===== config.mk =====
export PLATFORM = sky130hd
export DESIGN_NAME = uart_regs_v2
export DESIGN_NICKNAME = d
export VERILOG_FILES = /design/src/rtl/uart_regs_v2.sv
export SDC_FILE = /design/constraint.sdc
export NUM_CORES = 1
export LEC_CHECK = 0
export ABC_CLOCK_PERIOD_IN_PS = 1600
export BUFFER_PORTS_ARGS = -buffer_cell sky130_fd_sc_hd__buf_2
export CAP_MARGIN = 20
export CORE_MARGIN = 10
export CORE_UTILIZATION = 45
export CTS_CLUSTER_SIZE = 30
export DETAILED_ROUTE_END_ITERATION = 7
export PLACE_DENSITY = 0.76
export SLEW_MARGIN = 20
export SYNTH_ARGS = -nofsm -noshare
export SYNTH_HDL_FRONTEND = slang
export SYNTH_SLANG_ARGS = --single-unit

===== constraint.sdc =====
create_clock -name clk -period 1.6 [get_ports clk]
set_input_delay 0.16 -clock clk [delete_from_list [all_inputs] [get_ports clk]]
set_output_delay 0.16 -clock clk [all_outputs]
set_load 0.02 [all_outputs]

===== src/rtl/uart_regs_v2.sv =====
// uart_regs_v2: second-generation UART MMIO register bank.
// Optional ERRCNT at address 8 is built when UART_REGS_ERRCNT_EN is defined.
module uart_regs_v2 #(
    parameter int DATA_BITS  = 8,
    parameter int FIFO_AW    = 4,
    parameter int BAUD_W     = 16,
    parameter int BAUD_RESET = 27
) (
    input  logic                 clk,
    input  logic                 rst_n,
    input  logic [3:0]           addr,
    input  logic [31:0]          wdata,
    input  logic [3:0]           wstrb,
    input  logic                 wr_en,
    input  logic                 rd_en,
    output logic [31:0]          rdata,
    output logic                 rvalid,
    output logic [DATA_BITS-1:0] tx_fifo_wdata,
    output logic                 tx_fifo_write,
    input  logic                 tx_fifo_full,
    input  logic [DATA_BITS-1:0] rx_fifo_rdata,
    output logic                 rx_fifo_read,
    input  logic                 rx_fifo_empty,
    input  logic [FIFO_AW:0]     tx_level,
    input  logic [FIFO_AW:0]     rx_level,
    output logic                 uart_en,
    output logic                 tx_fifo_reset,
    output logic                 rx_fifo_reset,
    output logic                 loopback_en,
    output logic [1:0]           parity_mode,
    output logic                 stop2,
    output logic [BAUD_W-1:0]    baud_div,
    input  logic                 rx_frame_err_p,
    input  logic                 rx_overrun_p,
    input  logic                 rx_parity_err_p,
    output logic                 irq
);

    localparam int LW = FIFO_AW + 1;

    localparam logic [3:0] A_CTRL   = 4'd0;
    localparam logic [3:0] A_STATUS = 4'd1;
    localparam logic [3:0] A_BAUD   = 4'd2;
    localparam logic [3:0] A_TXDATA = 4'd3;
    localparam logic [3:0] A_RXDATA = 4'd4;
    localparam logic [3:0] A_IER    = 4'd5;
    localparam logic [3:0] A_ISR    = 4'd6;
    localparam logic [3:0] A_THRESH = 4'd7;

    function automatic logic [31:0] bmerge(
        input logic [31:0] old_v,
        input logic [31:0] new_v,
        input logic [3:0]  strb
    );
        logic [31:0] r;
        for (int i = 0; i < 4; i++) begin
            r[8*i +: 8] = strb[i] ? new_v[8*i +: 8] : old_v[8*i +: 8];
        end
        return r;
    endfunction

    // ctrl_q holds {stop2, parity[1:0], loopback, 2'b00, en}
    logic [6:0]           ctrl_q, ctrl_d;
    logic                 tx_rst_q, tx_rst_d;
    logic                 rx_rst_q, rx_rst_d;
    logic [BAUD_W-1:0]    baud_q, baud_d;
    logic [5:0]           ier_q, ier_d;
    logic [LW-1:0]        tx_th_q, tx_th_d;
    logic [LW-1:0]        rx_th_q, rx_th_d;
    // sticky ISR bits 5:2 = {TXDROP, PAR, FRM, OVR}
    logic [3:0]           isr_st_q, isr_st_d;
    logic                 tx_wr_q, tx_wr_d;
    logic [DATA_BITS-1:0] tx_data_q, tx_data_d;
    logic                 rx_pop_q, rx_pop_d;
    logic                 rvalid_q, rvalid_d;
    logic [31:0]          rdata_q, rdata_d;
    logic                 irq_q, irq_d;

    logic [5:0]           isr_view;
    logic [31:0]          baud_view;
    logic [31:0]          thresh_view;
    logic [31:0]          status_view;
    logic [31:0]          th_new;
    logic [3:0]           isr_set;
    logic [3:0]           isr_clr;
    logic                 tx_drop;

`ifdef UART_REGS_ERRCNT_EN
    localparam logic [3:0] A_ERRCNT = 4'd8;

    logic [15:0] frm_cnt_q, frm_cnt_d;
    logic [15:0] ovr_cnt_q, ovr_cnt_d;
    logic        errcnt_clr;

    // Saturating error counters; a write to address 8 clears both
    always_comb begin
        errcnt_clr = wr_en && (addr == A_ERRCNT);
        frm_cnt_d  = frm_cnt_q;
        ovr_cnt_d  = ovr_cnt_q;
        if (errcnt_clr) begin
            frm_cnt_d = {15'd0, rx_frame_err_p};
            ovr_cnt_d = {15'd0, rx_overrun_p};
        end else begin
            if (rx_frame_err_p && (frm_cnt_q != 16'hFFFF)) begin
                frm_cnt_d = frm_cnt_q + 16'd1;
            end
            if (rx_overrun_p && (ovr_cnt_q != 16'hFFFF)) begin
                ovr_cnt_d = ovr_cnt_q + 16'd1;
            end
        end
    end

    // Error counter registers
    always_ff @(posedge clk or negedge rst_n) begin
        if (!rst_n) begin
            frm_cnt_q <= '0;
            ovr_cnt_q <= '0;
        end else begin
            frm_cnt_q <= frm_cnt_d;
            ovr_cnt_q <= ovr_cnt_d;
        end
    end
`endif

    // Live ISR view and read images of multi-field registers
    always_comb begin
        isr_view = {isr_st_q,
                    (rx_level >= rx_th_q) && !rx_fifo_empty,
                    (tx_level <= tx_th_q)};
        baud_view = 32'(baud_q);
        thresh_view = '0;
        thresh_view[FIFO_AW:0] = tx_th_q;
        thresh_view[16+FIFO_AW:16] = rx_th_q;
        status_view = {8'(rx_level), 8'(tx_level), 8'h00,
                       isr_view, rx_fifo_empty, tx_fifo_full};
    end

    // Write decode, read capture, sticky status and interrupt next-state
    always_comb begin
        ctrl_d    = ctrl_q;
        tx_rst_d  = 1'b0;
        rx_rst_d  = 1'b0;
        baud_d    = baud_q;
        ier_d     = ier_q;
        tx_th_d   = tx_th_q;
        rx_th_d   = rx_th_q;
        tx_wr_d   = 1'b0;
        tx_data_d = tx_data_q;
        rx_pop_d  = 1'b0;
        rvalid_d  = 1'b0;
        rdata_d   = rdata_q;
        th_new    = '0;
        isr_clr   = '0;
        tx_drop   = 1'b0;

        if (wr_en) begin
            case (addr)
                A_CTRL: begin
                    if (wstrb[0]) begin
                        ctrl_d   = {wdata[6:3], 2'b00, wdata[0]};
                        tx_rst_d = wdata[1];
                        rx_rst_d = wdata[2];
                    end
                end
                A_BAUD: begin
                    baud_d = BAUD_W'(bmerge(baud_view, wdata, wstrb));
                end
                A_TXDATA: begin
                    if (wstrb[0]) begin
                        if (tx_fifo_full) begin
                            tx_drop = 1'b1;
                        end else begin
                            tx_wr_d   = 1'b1;
                            tx_data_d = wdata[DATA_BITS-1:0];
                        end
                    end
                end
                A_IER: begin
                    if (wstrb[0]) begin
                        ier_d = wdata[5:0];
                    end
                end
                A_ISR: begin
                    isr_clr = wdata[5:2];
                end
                A_THRESH: begin
                    th_new  = bmerge(thresh_view, wdata, wstrb);
                    tx_th_d = th_new[FIFO_AW:0];
                    rx_th_d = th_new[16+FIFO_AW:16];
                end
                default: begin
                end
            endcase
        end

        if (rd_en) begin
            rvalid_d = 1'b1;
            case (addr)
                A_CTRL:   rdata_d = {25'd0, ctrl_q};
                A_STATUS: rdata_d = status_view;
                A_BAUD:   rdata_d = baud_view;
                A_RXDATA: begin
                    if (rx_fifo_empty) begin
                        rdata_d = 32'h8000_0000;
                    end else begin
                        rdata_d  = 32'(rx_fifo_rdata);
                        rx_pop_d = 1'b1;
                    end
                end
                A_IER:    rdata_d = {26'd0, ier_q};
                A_ISR:    rdata_d = {26'd0, isr_view};
                A_THRESH: rdata_d = thresh_view;
`ifdef UART_REGS_ERRCNT_EN
                A_ERRCNT: rdata_d = {ovr_cnt_q, frm_cnt_q};
`endif
                default:  rdata_d = '0;
            endcase
        end

        // events beat a simultaneous W1C clear
        isr_set  = {tx_drop, rx_parity_err_p, rx_frame_err_p, rx_overrun_p};
        isr_st_d = (isr_st_q & ~isr_clr) | isr_set;
        irq_d    = |(isr_view & ier_q);
    end

    // State registers; FIFO resets held high through reset
    always_ff @(posedge clk or negedge rst_n) begin
        if (!rst_n) begin
            ctrl_q    <= '0;
            tx_rst_q  <= 1'b1;
            rx_rst_q  <= 1'b1;
            baud_q    <= BAUD_W'(BAUD_RESET);
            ier_q     <= '0;
            tx_th_q   <= LW'(1);
            rx_th_q   <= LW'(1);
            isr_st_q  <= '0;
            tx_wr_q   <= 1'b0;
            tx_data_q <= '0;
            rx_pop_q  <= 1'b0;
            rvalid_q  <= 1'b0;
            rdata_q   <= '0;
            irq_q     <= 1'b0;
        end else begin
            ctrl_q    <= ctrl_d;
            tx_rst_q  <= tx_rst_d;
            rx_rst_q  <= rx_rst_d;
            baud_q    <= baud_d;
            ier_q     <= ier_d;
            tx_th_q   <= tx_th_d;
            rx_th_q   <= rx_th_d;
            isr_st_q  <= isr_st_d;
            tx_wr_q   <= tx_wr_d;
            tx_data_q <= tx_data_d;
            rx_pop_q  <= rx_pop_d;
            rvalid_q  <= rvalid_d;
            rdata_q   <= rdata_d;
            irq_q     <= irq_d;
        end
    end

    logic unused_wdata;
    assign unused_wdata = ^wdata;

    assign rdata         = rdata_q;
    assign rvalid        = rvalid_q;
    assign tx_fifo_wdata = tx_data_q;
    assign tx_fifo_write = tx_wr_q;
    assign rx_fifo_read  = rx_pop_q;
    assign uart_en       = ctrl_q[0];
    assign tx_fifo_reset = tx_rst_q;
    assign rx_fifo_reset = rx_rst_q;
    assign loopback_en   = ctrl_q[3];
    assign parity_mode   = ctrl_q[5:4];
    assign stop2         = ctrl_q[6];
    assign baud_div      = baud_q;
    assign irq           = irq_q;

endmodule


# == After elaboration in Yosys (flattened, before gate mapping) ==
# Cells that the tools add are included.
# classes
order_cmp,2
n_eq_ne,7
mux,22
bitwise,5
reduce_logical,11
# ops
op,n
$pmux W32 S7,1
$mux W32,1
$mux W1,18
$reduce_and A3 Y1,6
$eq A4 B3 Y1 const B,4
$eq A4 B2 Y1 const B,2
$mux W4,2
$and A6 B6 Y6,1
$reduce_or A6 Y1,1
$ge A5 B5 Y1,1
$le A5 B5 Y1,1
$and A4 B4 Y4,1
$eq A4 B1 Y1 const B,1
$logic_not A4 Y1,1
$not A4 Y4,1
$or A4 B4 Y4,1
$reduce_and A4 Y1,1
$logic_and A1 B1 Y1,1
$logic_not A1 Y1,1
$not A1 Y1,1
# word_totals
ff_bits,87
out_inout_bits,67
elab_cells,62

# == Depth between registers and ports, before layout ==
# Gate-level depths: netlist (run 1).
# depth
depth_word,6
depth_mapped,7
depth_no_buf,7

# == Worst setup path after synthesis (run 1) ==
# OpenSTA, ideal clock, no wires.
# synth_path
path_type,register to register
startpoint,register tx_th_q[2]
endpoint,"register rdata_q[0], in the netlist rdata[0]"
arrival_ns,1.477
required_ns,1.514
path_slack_ns,0.037
path_stages_with_launch,8
path_buffers,0
synth_period_minus_slack_ns,1.563
cell_sequence,dfrtp_1 inv_1 ha_1 a211oi_1 nor2_1 o32ai_1 nand2_1 a32oi_1
# synth_between
elab_chain_len,2
# synth_rtl
element,line_no,text
from (decl),68,"logic [LW-1:0] tx_th_q, tx_th_d;"
from (signal assigned),249,tx_th_q <= tx_th_d;
$le A5 B5 Y1,129,(tx_level <= tx_th_q)};
$pmux W32 S7,198,case (addr)
to (signal assigned),256,rdata_q <= rdata_d;
to (decl),76,"logic [31:0] rdata_q, rdata_d;"
# No other way between the ends.
# A chain may end at the register's enable or synchronous reset.

# == Worst setup path after layout (run 1) ==
# layout_path
startpoint,register tx_th_q[4]
endpoint,"register rdata_q[0], in the netlist rdata[0]"
# Same word-level chain as after synthesis.

==> results of run 1 <==
-- cell families (layout without fill, tap and decap cells) --
kind of cell,Yosys count,count (layout),share of synthesized area
flip-flops,82,82,0.523
AO/OA/AOI/OAI,79,79,0.148
other,1,5,0.000951
multiplexers,37,37,0.110
buffers and inverters,43,197,0.0575
adder cells (fa/ha/maj),10,10,0.0317
AND/OR/NAND/NOR,81,81,0.129
-- sequential cells by signal (all words and copies together) (netlist names) --
signal         cells
irq                1
tx_th_q            5
ier_q              6
rdata             27
ctrl_q             5
tx_fifo_write      1
isr_st_q           4
tx_fifo_wdata      8
rx_th_q            5
rx_fifo_reset      1
rvalid             1
tx_fifo_reset      1
baud_div          16
rx_fifo_read       1
-- critical path: cells and delay by family, from the launching register on --
kind | cells | cell delay (ns)
simple gates | 3 | 0.23
flops | 1 | 0.36
buf+inv | 2 | 0.22
fa+ha+maj | 1 | 0.28
compound gates | 2 | 0.42
-- Yosys cell counts (3+ instances only) --
cell type	count	area, um^2
nand3_1	7	35.0
nand2_1	27	101
a22o_1	11	96.3
a22oi_1	10	75.1
dfrtp_1	74	1850
mux2_2	31	349
nor3_1	3	15.0
a21oi_1	5	25.0
and2_1	3	18.8
mux2_4	5	75.1
o21ai_0	19	95.1
clkbuf_1	5	18.8
nor2_1	11	41.3
buf_6	5	56.3
and3_1	6	37.5
nor3_4	3	48.8
buf_4	6	45.0
a21o_1	3	22.5
a221oi_1	3	26.3
buf_2	4	20.0
dfstp_2	8	210
ha_1	10	125
a221o_1	6	60.1
nor2b_1	4	25.0
inv_1	23	86.3
-- area by class of cell --
cell class | count | area, um^2 | area share
flip-flops and latches | 82 | 2060 | 0.396
multi-input cells | 212 | 1750 | 0.336
repair buffers | 158 | 958 | 0.184
clock buffers | 13 | 149 | 0.0286
well taps | 108 | 135 | 0.0260
inverters | 23 | 86.3 | 0.0166
clock inverters | 3 | 65.1 | 0.0125
-- metal layers --
layer,vias up,routed length (um),GRT usage
li1,1512,-,-
met1,1563,4860,0.225
met2,109,5560,0.284
met3,15,895,0.0488
met4,0,139,0.0474
met5,-,0,0
-- placed cells by master (no fill, tap or decap), types with 6 or more instances in the layout --
cell type	instances
nand2_1	27
a22o_1	11
buf_4	35
and3_1	6
a22oi_1	10
mux2_2	31
inv_1	18
dfrtp_1	74
ha_1	6
a221o_1	6
o21ai_0	17
buf_2	115
nand3_1	7
clkbuf_8	10
nor2_1	11
dfstp_2	8
-- final timing paths --
kind | start | endpoint | depth (start not counted)
worst max-delay path | tx_th_q[4] | rdata[0] | 8
max in group asynchronous | rst_n | rdata[15] | 3
worst min register to register | baud_div[1] | baud_div[1] | 2
worst max register to register | tx_th_q[4] | rdata[0] | 8
min in group asynchronous | rst_n | tx_fifo_wdata[5] | 2
worst min-delay path | wdata[20] | rx_th_q[4] | 3
-- what timing repair did --
action                                 4_1_cts  5_1_grt
endpoints found under the hold margin       30        0
gates resized for setup                      7       10
buffers inserted                             1        4
hold buffers                                 4        0
setup endpoints to repair                    5        5
pin swaps                                    5        5
-- power by group through the flow --
stage	Sequential (mW)	Combinational (mW)	Clock [mW]
floorplan	2.74	0.525	0
global placement	2.57	1.21	0
detailed placement	2.58	1.24	0
CTS	2.54	1.30	1.69
global route	2.58	1.50	1.77
finish	2.55	1.37	1.66
-- stage by stage --
stage | TNS [ns] | power [mW] | instance area (um^2) | utilization | std cells
floorplan | 0 | 3.27 | 3960 | - | 337
CTS | -0.0408 | 5.53 | 5120 | 0.593 | 595
detailed placement | -0.233 | 3.82 | 4830 | 0.560 | 574
global route | -0.192 | 5.86 | 5200 | 0.602 | 599
global placement | -0.0260 | 3.78 | 4830 | 0.560 | 574
finish | 0 | 5.57 | 5200 | 0.602 | 599
==> summary.md, run 1 <==
| Metric | Value |
|---|---|
| Status | `finished, final reports clean` |
| Gate power share | `0.245` |
| Initial core utilization | `0.456` |
| Global route overflow | `0` |
| Site row count | `34` |
| Per-cell routed wire length | `between 15 and 20 um` |
| Port bufs | `116` |
| Post-route minimum period | `about 1.6 ns` |
| Post-synthesis async set-or-reset flop share | `1.00` |
| Pwr Density | `approximately 1100 mW/mm^2` |
| Initial antenna violation count | `0` |
| Worst hold margin | `roughly 0.012 ns` |
| Layout cell share with drive strength beyond 1 | `0.491` |
| Switching Share | `0.301` |
| Final setup viols | `0` |
| CP cell instances | `inv_2, ha_1, nand4_1, nor2_1, o32ai_1, buf_4, nand2_1, a32oi_1` |
| Largest net degree at the start of global routing | `48` |
| CP Capture Type | `register` |
| Avg Vias per Cell | `between 5 and 6` |
| Clock share of power | `0.297` |
| Leak pwr | `about 2.6 nW` |
| Drc violations | `0` |
| F_max | `about 630 MHz` |
| Synthesized instance count | `333` |
| Sequential power share | `0.457` |
| Root buffer cell | `clkbuf_8` |
| Crit path max fanout | `3` |
| Worst-Skew Late Latency | `0.35 ns` |
| Final Hold Vio Count | `0` |
| Antenna diodes | `0` |
| Clock buffer depth | `2` |
| Core Footprint | `roughly 0.0086 mm^2` |
| WP data arrival | `approximately 1.9 ns` |
| Clock slew at reported path FFs | `0.09 ns` |
| Post-Syn Area | `~0.004 mm^2` |
| CTS Sinks | `about 80` |
| Fill cell count | `approximately 750` |
| Worst setup SP type | `register` |
| Tightest Hold Check Type | `input port to register` |
| Most frequently used flop master after synthesis | `dfrtp_1` |
| Psw | `1.68 mW` |
| Vias post-DR | `3199` |
| Seq/Total Area, Yosys | `0.523` |
| Dpl ws | `-0.0962 ns` |
| Worst vdd ir | `540 uV` |
| Vias in the first global route | `between 3000 and 4000` |
| Global-route wire length before repair | `~18000 um` |
| Area Growth Syn to Fin | `32.0%` |
| ANT nets after route | `0` |
| Chip Width | `~110 um` |
| Routed wire length | `roughly 11000 um` |
| DR pass1 iterations | `4` |
| P_int | `a little under 4 mW` |
| Slowest-stage cell, CP | `dfrtp_1` |
| Seq cells post-synth | `between 80 and 90` |
| TritonCTS buffer count | `9` |
| HPWL Detailed | `8860 um` |
| Worst reg2reg setup slack | `0.01 ns` |
| Final setup margin | `roughly 0.013 ns` |
| GP Congestion | `approximately 0.88` |
| CTS tree | `built` |
| RSZ-0062 raised after global routing | `true` |
| Chip height | `114 um` |
| Total GRT Usage | `0.175` |
| EDFF count, synth | `0` |
| Worst Path Class, Setup | `register to register` |
| Die footprint | `approximately 0.013 mm^2` |
| I/O pin count | `134` |
| Clock skew | `0.0112 ns` |
| Synth warn | `0` |
| Max incr delay on CP | `about 0.36 ns` |
| Number of distinct library cells after synthesis | `57` |
| Iter 0 DRT Violations | `between 150 and 200` |
| Final period utilization | `0.992` |
| Slew Limit Fails | `0` |
| Nets | `563` |
| Synthesized area per cell | `around 12 um^2` |
| Max-cap viol count | `0` |
| WP data required | `1.87 ns` |
| H-Tree Depth | `3` |
Power figures use the tool's default switching activity.
==> run 2: changes to the inputs <==
--- a/config.mk
+++ b/config.mk
@@ -9,10 +9,9 @@
 export BUFFER_PORTS_ARGS = -buffer_cell sky130_fd_sc_hd__buf_2
 export CAP_MARGIN = 20
 export CORE_MARGIN = 10
-export CORE_UTILIZATION = 45
+export CORE_UTILIZATION = 35
 export CTS_CLUSTER_SIZE = 30
 export DETAILED_ROUTE_END_ITERATION = 7
-export PLACE_DENSITY = 0.76
 export SLEW_MARGIN = 20
 export SYNTH_ARGS = -nofsm -noshare
 export SYNTH_HDL_FRONTEND = slang
==> run 2 against run 1 <==
Compared with the run above: register-to-register slack hardly changed; largest power group unchanged; largest cell class unchanged; worst setup slack better by 0.0086 ns; die area is 23% higher; clock skew is 0.0077 ns lower; clock-buffer cell count is 1 higher; combinational power hardly changed; sequential share of layout area is 0.94 points lower; via count is 0.38% higher.
==> summary.md, run 2 (synthesized netlist as in run 1, its figures left out) <==
| Metric | Value |
|---|---|
| CP bufs+invs | `2 (unchanged)` |
| Final setup viols | `0 (unchanged)` |
| Post-layout power | `6.00 mW (was 5.57 mW)` |
| Final period utilization | `0.987 (was 0.992)` |
| Max incr delay on CP | `0.39 ns (was 0.36 ns)` |
| Worst setup SP type | `register (unchanged)` |
| I/O pin count | `134 (unchanged)` |
| Vias in the first global route | `3429 (was 3461)` |
| Slew Limit Fails | `0 (unchanged)` |
| P_int | `4.28 mW (was 3.89 mW)` |
| TNS Setup | `0 ns (unchanged)` |
| Tightest Hold Check Type | `input port to register (unchanged)` |
| CTS tree | `built (unchanged)` |
| WP data required | `1.85 ns (was 1.87 ns)` |
| Slowest-stage cell, CP | `dfrtp_1 (unchanged)` |
| Hold endpoint | `isr_st_q[2] (was rx_th_q[4])` |
| Total GRT Usage | `0.146 (was 0.175)` |
| Pwr Density | `1130 mW/mm^2 (was 1070 mW/mm^2)` |
| Worst Path Class, Setup | `register to register (unchanged)` |
| Chip height | `126 um (was 114 um)` |
| Site row count | `38 (was 34)` |
| Die footprint | `0.0159 mm^2 (was 0.0129 mm^2)` |
| Finished Layout Cells | `629 (was 599)` |
| Chip Width | `126 um (was 114 um)` |
| Worst Reg-to-Reg Cells | `8 (unchanged)` |
| Psw | `1.72 mW (was 1.68 mW)` |
| Layout cell share with drive strength beyond 1 | `0.495 (was 0.491)` |
| Placed instance count | `604 (was 574)` |
| TritonCTS buffer count | `9 (unchanged)` |
| CP Capture Type | `register (unchanged)` |
| HPWL Detailed | `9340 um (was 8860 um)` |
| Clock slew at reported path FFs | `0.06 ns (was 0.09 ns)` |
| CTS Sinks | `82 (unchanged)` |
| Root buffer cell | `clkbuf_16 (was clkbuf_8)` |
| Worst vdd ir | `535 uV (was 540 uV)` |
| Nets | `561 (was 563)` |
| Final instance area | `0.00533 mm^2 (was 0.00520 mm^2)` |
| Per-cell routed wire length | `19.1 um (about the same)` |
| Antenna diodes | `0 (unchanged)` |
| Global-route wire length before repair | `18800 um (was 18300 um)` |
| Hold Crit Start | `rx_parity_err_p (was wdata[20])` |
| Clock buffer depth | `2 (unchanged)` |
| Worst reg2reg setup slack | `0.02 ns (was 0.01 ns)` |
| Leak pwr | `2.65 nW (was 2.61 nW)` |
| Post-route minimum period | `1.58 ns (was 1.59 ns)` |
| Core Footprint | `0.0109 mm^2 (was 0.00864 mm^2)` |
| F_max | `633 MHz (was 630 MHz)` |
| DR pass1 iterations | `4 (unchanged)` |
| Worst hold margin | `0.0117 ns (was 0.0119 ns)` |
| Max reg flops | `27 (unchanged)` |
| Crit path max fanout | `3 (unchanged)` |
| Iter 0 DRT Violations | `244 (was 153)` |
| Vias post-DR | `3211 (was 3199)` |
| Area after DPL | `0.00487 mm^2 (was 0.00483 mm^2)` |
| Most frequent cells in the layout | `115 x buf_2, 74 x dfrtp_1, 34 x buf_4 (was 115 x buf_2, 74 x dfrtp_1, 35 x buf_4)` |
| Switching Share | `0.287 (was 0.301)` |
| Port bufs | `116 (unchanged)` |
| CP delay by family, top | `compound AO/OA/AOI/OAI gates (unchanged)` |
| Dpl ws | `-0.0991 ns (was -0.0962 ns)` |
| Status | `finished, final reports clean (unchanged)` |
| Critical R2R Capture | `rdata[0] (unchanged)` |
| Clock skew | `0.00348 ns (was 0.0112 ns)` |
| Avg Vias per Cell | `5.10 (was 5.34)` |
| Clock share of power | `0.345 (was 0.297)` |
| Largest net degree at the start of global routing | `37 (was 48)` |
| GP Congestion | `0.868 (was 0.878)` |
| H-Tree Depth | `3 (unchanged)` |
| WP data arrival | `1.83 ns (was 1.86 ns)` |
| Reg-to-reg startpoint | `tx_th_q[4] (unchanged)` |
| Final Hold Vio Count | `0 (unchanged)` |
| Drc violations | `0 (unchanged)` |
| Global route overflow | `0 (unchanged)` |
| Core Util, Final | `0.487 (was 0.602)` |
| RSZ-0062 raised after global routing | `true (unchanged)` |
| Final setup margin | `0.0213 ns (was 0.0126 ns)` |
| Sequential power share | `0.425 (was 0.457)` |
| ANT nets after route | `0 (unchanged)` |
| Max-cap viol count | `0 (unchanged)` |
| Area Growth Syn to Fin | `35.2% (was 32.0%)` |
| Initial core utilization | `0.360 (was 0.456)` |
| Hold Path Cell Cnt | `2 (was 3)` |
| Routed wire length | `12000 um (was 11500 um)` |
| Commonest non-fill, non-tap cell in the layout | `buf_2 (unchanged)` |
| Worst-Skew Late Latency | `0.33 ns (was 0.35 ns)` |
| CP cell instances | `inv_2, ha_4, nand4_1, nor2_1, o32ai_2, buf_4, nand2_2, a32oi_1 (was inv_2, ha_1, nand4_1, nor2_1, o32ai_1, buf_4, nand2_1, a32oi_1)` |
| Initial antenna violation count | `0 (unchanged)` |
| Gate power share | `0.230 (was 0.245)` |
-- run 2: layout make-up --
type	instances	area, um^2
sequential	82	2060
inverter	23	86.3
multi-input combinational	212	1760
clock buffer	14	264
fill	1002	5610
tap	140	175
timing repair buffer	156	951
clock inverter	2	35.0
-- run 2: how the worst max path moves through the flow --
stage / slack, ns / start / depth (start not counted) / to
global route: -0.05 / tx_th_q[4] / 8 / rdata[0]
floorplan: 0.04 / tx_th_q[2] / 7 / rdata[0]
finish: 0.02 / tx_th_q[4] / 8 / rdata[0]
global placement: -0.05 / tx_th_q[2] / 8 / rdata[0]
detailed placement: -0.1 / tx_th_q[2] / 8 / rdata[0]
CTS: -0.04 / tx_th_q[2] / 8 / rdata[0]
-- run 2: what timing repair did --
action                                  CTS  global route
hold endpoints to repair                 22             0
hold buffers                              2             0
endpoints found under the setup margin    5             5
resized for setup                         6            12
setup buffers                             3             4
pin swaps                                 6             6
-- run 2: power groups by stage --
stage	Sequential (mW)	Combinational, mW	Clock (mW)
finish	2.55	1.38	2.07
global route	2.58	1.52	2.22
CTS	2.55	1.30	2.13
detailed placement	2.58	1.25	0
global placement	2.56	1.22	0
floorplan	2.74	0.525	0
-- run 2: per-layer routing --
metal / wire length (um) / part of all wire / global-route usage
met4: 167 / 0.014 / 0.0335
met3: 872 / 0.072 / 0.0508
met1: 5210 / 0.43 / 0.183
met2: 5780 / 0.48 / 0.238
met5: 0 / 0 / 0
